### src/rtl/piso_framer.sv
// Parallel-in serial-out framer: start bit, WIDTH data bits, optional even parity.
// Every output is a register that updates on the same edge as the FSM.
module piso_framer #(
  parameter int WIDTH     = 8,
  parameter int PARITY_EN = 1,
  parameter int MSB_FIRST = 1
) (
  input  logic             clk,
  input  logic             rst,
  input  logic [WIDTH-1:0] data_in,
  input  logic             load_valid,
  output logic             load_ready,
  output logic             serial_out,
  output logic             frame_active,
  output logic             frame_done
);

  localparam int CW = $clog2(WIDTH + 1);
  localparam logic [CW-1:0] LAST_BIT = CW'(WIDTH);

  typedef enum logic [1:0] {IDLE, START, DATA, PARITY} state_t;

  state_t           state_q, state_d;
  logic [WIDTH-1:0] shift_q, shift_d;
  logic [CW-1:0]    cnt_q, cnt_d;
  logic             par_q, par_d;
  logic             serial_out_q, serial_out_d;
  logic             frame_active_q, frame_active_d;
  logic             frame_done_q, frame_done_d;
  logic             load_ready_q, load_ready_d;

  logic             next_bit;
  logic [WIDTH-1:0] shifted;

  always_comb begin
    if (MSB_FIRST != 0) begin
      next_bit = shift_q[WIDTH-1];
      shifted  = {shift_q[WIDTH-2:0], 1'b0};
    end else begin
      next_bit = shift_q[0];
      shifted  = {1'b0, shift_q[WIDTH-1:1]};
    end
  end

  // The state names what serial_out is carrying during the current cycle.
  always_comb begin
    state_d        = state_q;
    shift_d        = shift_q;
    cnt_d          = cnt_q;
    par_d          = par_q;
    serial_out_d   = serial_out_q;
    frame_active_d = frame_active_q;
    frame_done_d   = 1'b0;
    load_ready_d   = load_ready_q;
    unique case (state_q)
      IDLE: begin
        serial_out_d   = 1'b0;
        frame_active_d = 1'b0;
        load_ready_d   = 1'b1;
        if (load_valid && load_ready_q) begin
          state_d        = START;
          shift_d        = data_in;
          par_d          = ^data_in;
          cnt_d          = '0;
          serial_out_d   = 1'b1;
          frame_active_d = 1'b1;
          load_ready_d   = 1'b0;
        end
      end
      START: begin
        state_d      = DATA;
        serial_out_d = next_bit;
        shift_d      = shifted;
        cnt_d        = CW'(1);
      end
      DATA: begin
        if (cnt_q == LAST_BIT) begin
          if (PARITY_EN != 0) begin
            state_d      = PARITY;
            serial_out_d = par_q;
          end else begin
            state_d        = IDLE;
            serial_out_d   = 1'b0;
            frame_active_d = 1'b0;
            frame_done_d   = 1'b1;
            load_ready_d   = 1'b1;
          end
        end else begin
          serial_out_d = next_bit;
          shift_d      = shifted;
          cnt_d        = cnt_q + CW'(1);
        end
      end
      PARITY: begin
        state_d        = IDLE;
        serial_out_d   = 1'b0;
        frame_active_d = 1'b0;
        frame_done_d   = 1'b1;
        load_ready_d   = 1'b1;
      end
      default: state_d = IDLE;
    endcase
  end

  always_ff @(posedge clk or posedge rst) begin
    if (rst) begin
      state_q        <= IDLE;
      shift_q        <= '0;
      cnt_q          <= '0;
      par_q          <= 1'b0;
      serial_out_q   <= 1'b0;
      frame_active_q <= 1'b0;
      frame_done_q   <= 1'b0;
      load_ready_q   <= 1'b0;
    end else begin
      state_q        <= state_d;
      shift_q        <= shift_d;
      cnt_q          <= cnt_d;
      par_q          <= par_d;
      serial_out_q   <= serial_out_d;
      frame_active_q <= frame_active_d;
      frame_done_q   <= frame_done_d;
      load_ready_q   <= load_ready_d;
    end
  end

  assign load_ready   = load_ready_q;
  assign serial_out   = serial_out_q;
  assign frame_active = frame_active_q;
  assign frame_done   = frame_done_q;

endmodule
### config.mk
export PLATFORM = sky130hd
export DESIGN_NAME = piso_framer
export DESIGN_NICKNAME = d
export VERILOG_FILES = /design/src/rtl/piso_framer.sv
export SDC_FILE = /design/constraint.sdc
export NUM_CORES = 1
export LEC_CHECK = 0
export ABC_AREA = 1
export CAP_MARGIN = 20
export CELL_PAD_IN_SITES_DETAIL_PLACEMENT = 0
export CELL_PAD_IN_SITES_GLOBAL_PLACEMENT = 1
export CORE_MARGIN = 2
export CORE_UTILIZATION = 39
export CTS_CLUSTER_DIAMETER = 30
export CTS_CLUSTER_SIZE = 8
export DETAILED_ROUTE_END_ITERATION = 6
export MAX_ROUTING_LAYER = met4
export PLACE_DENSITY = 0.84
export SYNTH_ARGS = -nofsm -noshare
export SYNTH_HDL_FRONTEND = slang
export SYNTH_SLANG_ARGS = --single-unit
export TNS_END_PERCENT = 1
### constraint.sdc
create_clock -name clk -period 1.6 [get_ports clk]
set_input_delay 0.4 -clock clk [delete_from_list [all_inputs] [get_ports clk]]
set_output_delay 0.4 -clock clk [all_outputs]
set_load 0.02 [all_outputs]
---- Yosys cells after proc, flatten, opt, wreduce, memory -nomap -nowiden ----
Index checks and enable logic that the tools add are counted.
storage, ports and cells
  input port bits ......................... 11
  register bits after elaboration ......... 19
operators by class
  muxes and demuxes ....................... 16
  equal/unequal tests ..................... 7
  $add $sub $neg .......................... 1
  reductions and logical operators ........ 8
operator list
  kind                                                                   number
  8-bit one-hot mux with 3 select lines                                  1
  8-bit two-way mux                                                      2
  4-bit one-hot mux with 3 select lines                                  1
  4-bit two-way mux                                                      2
  2-bit one-hot mux with 4 select lines                                  1
  8-bit parity                                                           1
  2-bit != test, second input constant                                   3
  4-bit by 1-bit adder with 4-bit output, second input constant          1
  2-bit equality test, second input constant                             2
  4-bit equality test, second input constant                             1
  1-bit two-way mux                                                      4
  2-bit two-way mux                                                      2
  1-bit one-hot mux with 2 select lines                                  2
  1-bit one-hot mux with 4 select lines                                  1
  2-bit AND reduction                                                    2
  3-bit AND reduction                                                    1
  3-bit nonzero test                                                     1
  2-bit by 1-bit equality test with 1-bit output, second input constant  1
  2-bit logical NOT                                                      1
  2-bit nonzero test                                                     1
  1-bit logical AND                                                      1

---- Logic depth before layout (Yosys ltp) ----
Gate-level depths: netlist of run 1.
  word-level depth ........................ 3
  mapped depth ............................ 9
  depth with buffers taken out ............ 9

---- Least setup slack after synthesis of run 1 ----
No wires, ideal clock.
  path type ............................... register to register
  from .................................... reg state_q[0]
  to ...................................... reg shift_q[3]
  clock period less this slack ............ 1.487 ns
  data arrival time ....................... 1.363 ns
  slack ................................... 0.113 ns
  cell stages (with the launch flop) ...... 8
  path through ............................ dfrtp_1 > inv_1 > ha_1 > buf_2 > inv_1 > buf_2 > o21ai_0 > a21oi_2
on the way
  longest elaborated chain between the ends .. 3
RTL lines
  item                                                           line  text
  start, declared                                                23    state_t state_q, state_d;
  start signal, assigned                                         116   state_q <= state_d;
  2-bit equality test (tied with other cells)                    55    unique case (state_q)
  2-bit != test (no line) or 3-bit nonzero test (tied branches)  -
  3-bit AND reduction (no line)                                  -
  end signal, assigned                                           117   shift_q <= shift_d;
  end, declared                                                  24    logic [WIDTH-1:0] shift_q, shift_d;
Several ways; a longest one is shown, not always the timed one.
A chain may end at the register's enable or synchronous reset.

---- Worst setup path in the final report of run 1 ----
  from .................................... reg state_q[0]
  to ...................................... reg shift_q[6]
Same word-level chain as after synthesis.

==> impl_metrics.json, run 1 <==
{
  "ir_worst_vdd_v": 0.000740,
  "r2r_start": "state_q[0]",
  "p_per_area_mw_per_mm2": 1840,
  "outcome": "finished, violations left",
  "grt_usage_pct": 15.3,
  "critical_path.startpoint": "state_q[0]",
  "min_path_type": "in2async",
  "end_kind": "flop",
  "dr.pass1.iters": 6,
  "cts_buffers": 3,
  "design.core.area_mm2": 0.00281,
  "rows": 19,
  "reg2reg_depth": 9,
  "syn_nets": 176,
  "hold_ws_ns": 0.403,
  "avgSynthCellArea_um2": 7.43,
  "die_h_um": 58.9,
  "cts_tree": "yes",
  "ys_seq_area_share_pct": 40.5,
  "synth_mux_area_share_pct": 0.853,
  "diodes": 0,
  "die_area_mm2": 0.00346,
  "critPathMaxFanout": 6,
  "cts_hold_buf": 0,
  "pin_count": 15,
  "yosysTopAreaCell": "dfrtp_1",
  "clk_pin_slew_worst_paths_ns": 0.12,
  "grt_max_degree": 25,
  "critPathArrivalTime_ns": 1.81,
  "worst_pin_slew_ns": 0.369,
  "via_count": 1069,
  "grt_overflow_total": 0,
  "p_total_mw": 2.78,
  "synth-adder-area-share_pct": 7.46,
  "clock_sinks": 19,
  "dpl.hpwl_mm": 1.75,
  "die_w_um": 58.9,
  "synth_top_cell_area_share_pct": 40.5,
  "htree_levels": 1,
  "hold_viol": 0,
  "max_freq_ghz": 0.636,
  "synth-compound-area-share_pct": 12.9,
  "clock_latency_ns": 0.30,
  "synth_edf_count": 0,
  "synth_top_family_by_area": "simple AND/OR/NAND/NOR gates",
  "yosys_warnings": 0,
  "final-setup-viol-count": 0,
  "grt_pass1_wl_mm": 3.86,
  "drv_slew": 0,
  "skew_ns": 0.00932,
  "syn_area_mm2": 0.00117,
  "syn_inst": 158,
  "drtIter0Drc": 49,
  "yosysMostFrequentCell": "nand2_1",
  "cp.required_ns": 1.84,
  "antenna_found_initial": 0,
  "grt_pass1_vias": 906,
  "initial_core_util_pct": 41.8,
  "vias_per_cell": 4.95,
  "ys_seq_elements": 19,
  "timing_worst_setup_path_type": "reg2reg",
  "clock_path_buffers": 2,
  "area_growth_pct": 28.6,
  "gp_congestion": 0.790,
  "async_reset_ff_share_pct": 100,
  "nFillCells": 280,
  "remaining_drc_errors": 1,
  "relSlewSlack_pct": 75.2,
  "fin_crit_ns": 1.57,
  "cap_violations": 0,
  "ant_nets": 0,
  "cts-root-buf": "clkbuf_4",
  "routed_wl_mm": 2.58,
  "io_buffers": 14,
  "synthSimpleGateAreaFrac_pct": 27.1,
  "synth_xor_area_share_pct": 0.746,
  "drive_above_1_share_pct": 16.8,
  "period_share_pct": 98.3,
  "post_drt_wl_per_cell_um": 12.0,
  "cp-start-kind": "flop",
  "reg2reg_setup_slack_ns": 0.03,
  "ys.flop_type": "dfrtp_1",
  "yosys.cell_types.count": 22,
  "leakagePower_nw": 0.782,
  "failed_checks": "DRC",
  "rr_endpoint": "shift_q[6]",
  "synth_area_leaders": "dfrtp_1, nand2_1, ha_1",
  "synth_common_cells": "nand2_1, inv_1, dfrtp_1",
  "nets": 204
}
through the flow:
step | util [%] | cells | setup TNS [ns] | worst slack (ns) | area [um^2]
after floorplan | - | 158 | 0 | 0.113 | 1170
after global placement | 49.1 | 205 | -0.781 | -0.0785 | 1380
after detailed placement | 49.1 | 205 | -1.15 | -0.107 | 1380
after CTS | 49.9 | 209 | 0 | 0.0885 | 1400
after global routing | 53.8 | 216 | -0.368 | -0.0712 | 1510
final | 53.8 | 216 | 0 | 0.0271 | 1510
power breakdown:
group	internal, mW	switching [mW]
clock network	0.0933	0.155
logic	0.804	0.941
registers	0.685	0.105
total	1.58	1.20
flip-flops by register name, summed over array words and instances (netlist names):
| name | count |
|---|---|
| serial_out | 1 |
| par_q | 1 |
| frame_done | 1 |
| load_ready | 1 |
| shift_q | 8 |
| frame_active | 1 |
| state_q | 2 |
| cnt_q | 4 |
layer usage:
layer / up-vias / GRT usage [%] / share of wire, %
met2: 20 / 24.1 / 51
met3: 4 / 3.96 / 3.9
li1: 549 / - / -
met5: - / - / 0
met4: 0 / 4.87 / 1.3
met1: 496 / 19.1 / 43
what timing repair did:
item                       CTS  global route
setup buffers                0             5
gates resized for setup      4             8
pin swaps                    0             2
hold endpoints to repair     0             0
gates cloned                 0             2
setup endpoints to repair    4            10
placed cells by master, fill, tap and decap left out:
| cell | Yosys | final |
|---|---|---|
| inv_2 | 2 | 5 |
| a22oi_1 | 1 | 1 |
| inv_1 | 22 | 19 |
| nor3_1 | 2 | 2 |
| a21o_1 | 1 | 1 |
| nand2_1 | 47 | 47 |
| nand3_4 | 0 | 1 |
| buf_6 | 2 | 1 |
| nor2_4 | 0 | 1 |
| nor2_1 | 15 | 14 |
| clkdlybuf4s50_1 | 0 | 10 |
| nor3_4 | 1 | 1 |
| clkinv_2 | 0 | 1 |
| dlygate4sd2_1 | 0 | 4 |
| a21oi_2 | 3 | 3 |
| clkbuf_4 | 0 | 3 |
| a21oi_1 | 6 | 6 |
| ha_2 | 0 | 1 |
| ha_1 | 7 | 6 |
| buf_4 | 0 | 9 |
| buf_12 | 0 | 1 |
| mux2i_1 | 1 | 1 |
| nand4_1 | 1 | 1 |
| dfrtp_1 | 19 | 19 |
| nand2_2 | 1 | 1 |
| o21ai_0 | 16 | 16 |
| nor2_2 | 1 | 1 |
| xnor2_1 | 1 | 1 |
| clkbuf_16 | 0 | 2 |
| nand3_1 | 6 | 6 |
cell families after synthesis:
group,Yosys count
muxes,1
AOI/OAI and AO/OA,27
and+or+nand+nor,75
buffers and inverters,28
adders and majority gates,7
xor gates and xnor gates,1
DFF,19
cell type report:
type | count | area, um^2 | area share [%]
timing repair buffer | 27 | 284 | 18.8
clock buffer | 3 | 22.5 | 1.49
inverter | 24 | 90.1 | 5.97
clock inverter | 1 | 5.00 | 0.332
tap | 31 | 38.8 | 2.57
multi-input combinational | 111 | 593 | 39.3
sequential | 19 | 475 | 31.5
worst max-delay path by stage:
stage                       to  slack (ns)  depth (start not counted)
finish              shift_q[6]        0.03                          9
global route        shift_q[6]       -0.07                          9
CTS                 shift_q[0]        0.09                          8
detailed placement  shift_q[1]       -0.11                          8
global placement    shift_q[2]       -0.08                          8
floorplan           shift_q[3]        0.11                          7
worst max-delay path, stage by stage (launching register included):
cell	delay (ns)
dfrtp_1	0.42
inv_1	0.10
ha_1	0.23
inv_2	0.10
nor2_4	0.05
nor3_4	0.15
buf_6	0.15
clkbuf_16	0.14
nor2_1	0.04
a21oi_1	0.12
No activity file was read; power rests on OpenSTA's default activity.
==> run 2, diff against run 1 <==
CORE_UTILIZATION = 41   (was 39)
CTS_BUF_LIST = sky130_fd_sc_hd__clkbuf_4   (was default)
PLACE_DENSITY = 0.88   (was 0.84)
==> run 2 against run 1 <==
The run ends with setup timing left. Setup slack worse by 0.076 ns. Critical path depth decreased by 3. Maximum frequency is 4.6% lower. Combinational power up 18%. Sequential power rose by 6.8%. Clock power rose by 8.5%. Core utilization is 5.6 points higher. Final cell count is 2.8% higher. Non-clock buffer count increased by 6. Die area fell by 4.6%. Largest power group unchanged.
==> impl_metrics.json, run 2 (synthesized netlist as in run 1, its figures left out) <==
{
  "outcome": "finished, violations left",
  "failed_checks": "setup timing",
  "remaining_drc_errors": 0,
  "routed_wl_mm": 2.82,
  "ir_worst_vdd_v": 0.00138,
  "most-common-layout-cells": "nand2_1, dfrtp_1, inv_1",
  "cap_violations": 0,
  "htree_levels": 1,
  "die_area_mm2": 0.00331,
  "grt_pass1_vias": 1012,
  "ant_nets": 0,
  "p_int_mw": 1.77,
  "antenna_found_initial": 0,
  "relSlewSlack_pct": 72.5,
  "cp-start-kind": "flop",
  "p_switching_mw": 1.40,
  "reg_top3": "shift_q (8), cnt_q (4), state_q (2)",
  "cpMaxStageDelayCell": "dfrtp_2",
  "rows": 19,
  "r2r_start": "state_q[1]",
  "critPathMaxFanout": 6,
  "die_h_um": 57.5,
  "diodes": 0,
  "fin_cells": 222,
  "end_kind": "flop",
  "max_stage_delay_ns": 0.47,
  "final-setup-viol-count": 5,
  "reg2reg_depth": 6,
  "stdcell_area_mm2": 0.00162,
  "io_buffers": 14,
  "largest_reg_flops": 8,
  "p_per_area_mw_per_mm2": 1950,
  "finalSetupTns_ns": -0.108,
  "utilization_pct": 59.4,
  "period_share_pct": 103,
  "worst_pin_slew_ns": 0.412,
  "crit_family": "flip-flops",
  "pin_count": 15,
  "setup_ws_ns": -0.0494,
  "drive_above_1_share_pct": 28.3,
  "die_w_um": 57.5,
  "grt_usage_pct": 16.7,
  "post_drt_wl_per_cell_um": 12.7,
  "area_growth_pct": 38.4,
  "rr_endpoint": "shift_q[1]",
  "place_area_mm2": 0.00138,
  "worstPathBufferInverterCount": 2,
  "seqPwrFrac_pct": 26.6,
  "gp_congestion": 0.706,
  "power.share.clock_pct": 8.5,
  "initial_core_util_pct": 42.9,
  "fin_crit_ns": 1.65,
  "dp.cells": 205,
  "design.core.area_mm2": 0.00273,
  "comb_power_share_pct": 65.0,
  "grt_overflow_total": 0,
  "layout.cells.most_common": "nand2_1",
  "top_register": "shift_q",
  "rsz0062_at_grt": "true",
  "grt_pass1_wl_mm": 4.18,
  "clock_path_buffers": 2,
  "max_freq_ghz": 0.606,
  "grt_max_degree": 25,
  "vias_per_cell": 4.95,
  "clock_latency_ns": 0.32,
  "cts_hold_buf": 0,
  "cp.required_ns": 1.85,
  "drtIter0Drc": 36,
  "crit_chain": "buf_6, ha_4, nor3_4, clkbuf_16, nor2_2, a21oi_1",
  "cts_tree": "yes",
  "critPathArrivalTime_ns": 1.90,
  "clk_pin_slew_worst_paths_ns": 0.14,
  "p_sw_share_pct": 44.2,
  "cts-root-buf": "clkbuf_4",
  "nets": 210,
  "cts_buffers": 3,
  "dr.pass1.iters": 4,
  "drv_slew": 0,
  "hold_viol": 0,
  "skew_ns": 0.0217,
  "via_count": 1099,
  "clock_sinks": 19,
  "reg2reg_setup_slack_ns": -0.05,
  "timing_worst_setup_path_type": "reg2reg",
  "min_path_type": "in2async",
  "dpl.hpwl_mm": 1.77,
  "p_total_mw": 3.17,
  "leakagePower_nw": 0.801
}
## run 2: changes by cell type in the layout (fill, tap and decap cells not counted), moves of 2 or more
cell and change:
dfrtp_1 -2, a21oi_2 +2, inv_4 +2, buf_4 +5
a21oi_1 -2, o21ai_1 +6, dfrtp_2 +2, ha_1 -3
nor2_1 -6, inv_1 -3, ha_4 +2, o21ai_0 -6
nor2_2 +6
## run 2: stage by stage
step | worst slack (ns) | hold WS [ns]
6_report | -0.0494 | 0.391
5_1_grt | -0.132 | 0.403
4_1_cts | 0.0102 | 0.415
3_5_place_dp | -0.134 | 0.473
3_3_place_gp | -0.0596 | 0.464
2_1_floorplan | 0.113 | 0.351
## run 2: power by group through the flow
stage,clock network (mW),logic (mW),registers (mW)
finish,0.269,2.06,0.844
global route,0.288,2.26,0.858
CTS,0.261,1.42,0.803
detailed placement,0,1.45,0.813
global placement,0,1.40,0.802
floorplan,0,0.988,0.838
## run 2: repair_timing
action | in CTS | in global routing
setup endpoints to repair | 4 | 12
cloned | 0 | 3
gates resized for setup | 4 | 35
pin swaps | 0 | 4
buffers inserted | 0 | 10
endpoints found under the hold margin | 0 | 0
## run 2: final cells by class
type,count,area (um^2)
repair buffers,33,333
well taps,31,38.8
multi-input cells,111,648
clock inverters,1,5.00
clock buffers,3,22.5
flip-flops and latches,19,478
fillers,250,1110
inverters,24,98.8
## run 2: worst reg2reg max path: stages (launching register included)
cell,delay [ns]
dfrtp_2,0.47
buf_6,0.14
ha_4,0.16
nor3_4,0.39
clkbuf_16,0.24
nor2_2,0.03
a21oi_1,0.14
## run 2: how the worst max path moves through the flow
stage                          start  cells after the start          to
after global routing      state_q[0]                      8  shift_q[1]
after detailed placement  load_valid                      8  shift_q[5]
after global placement    load_valid                      8  shift_q[5]
after CTS                 state_q[0]                      8  shift_q[5]
after floorplan           state_q[0]                      7  shift_q[3]
final                     state_q[1]                      6  shift_q[1]
## run 2: metal layers
metal	part of all wire (%)	vias up	wire (um)	global-route usage, %
li1	-	562	-	-
met2	51	13	1430	28.2
met4	0.35	0	10	1.99
met1	46	522	1310	20.1
met5	0	-	0	-
met3	2.6	2	72	4.99
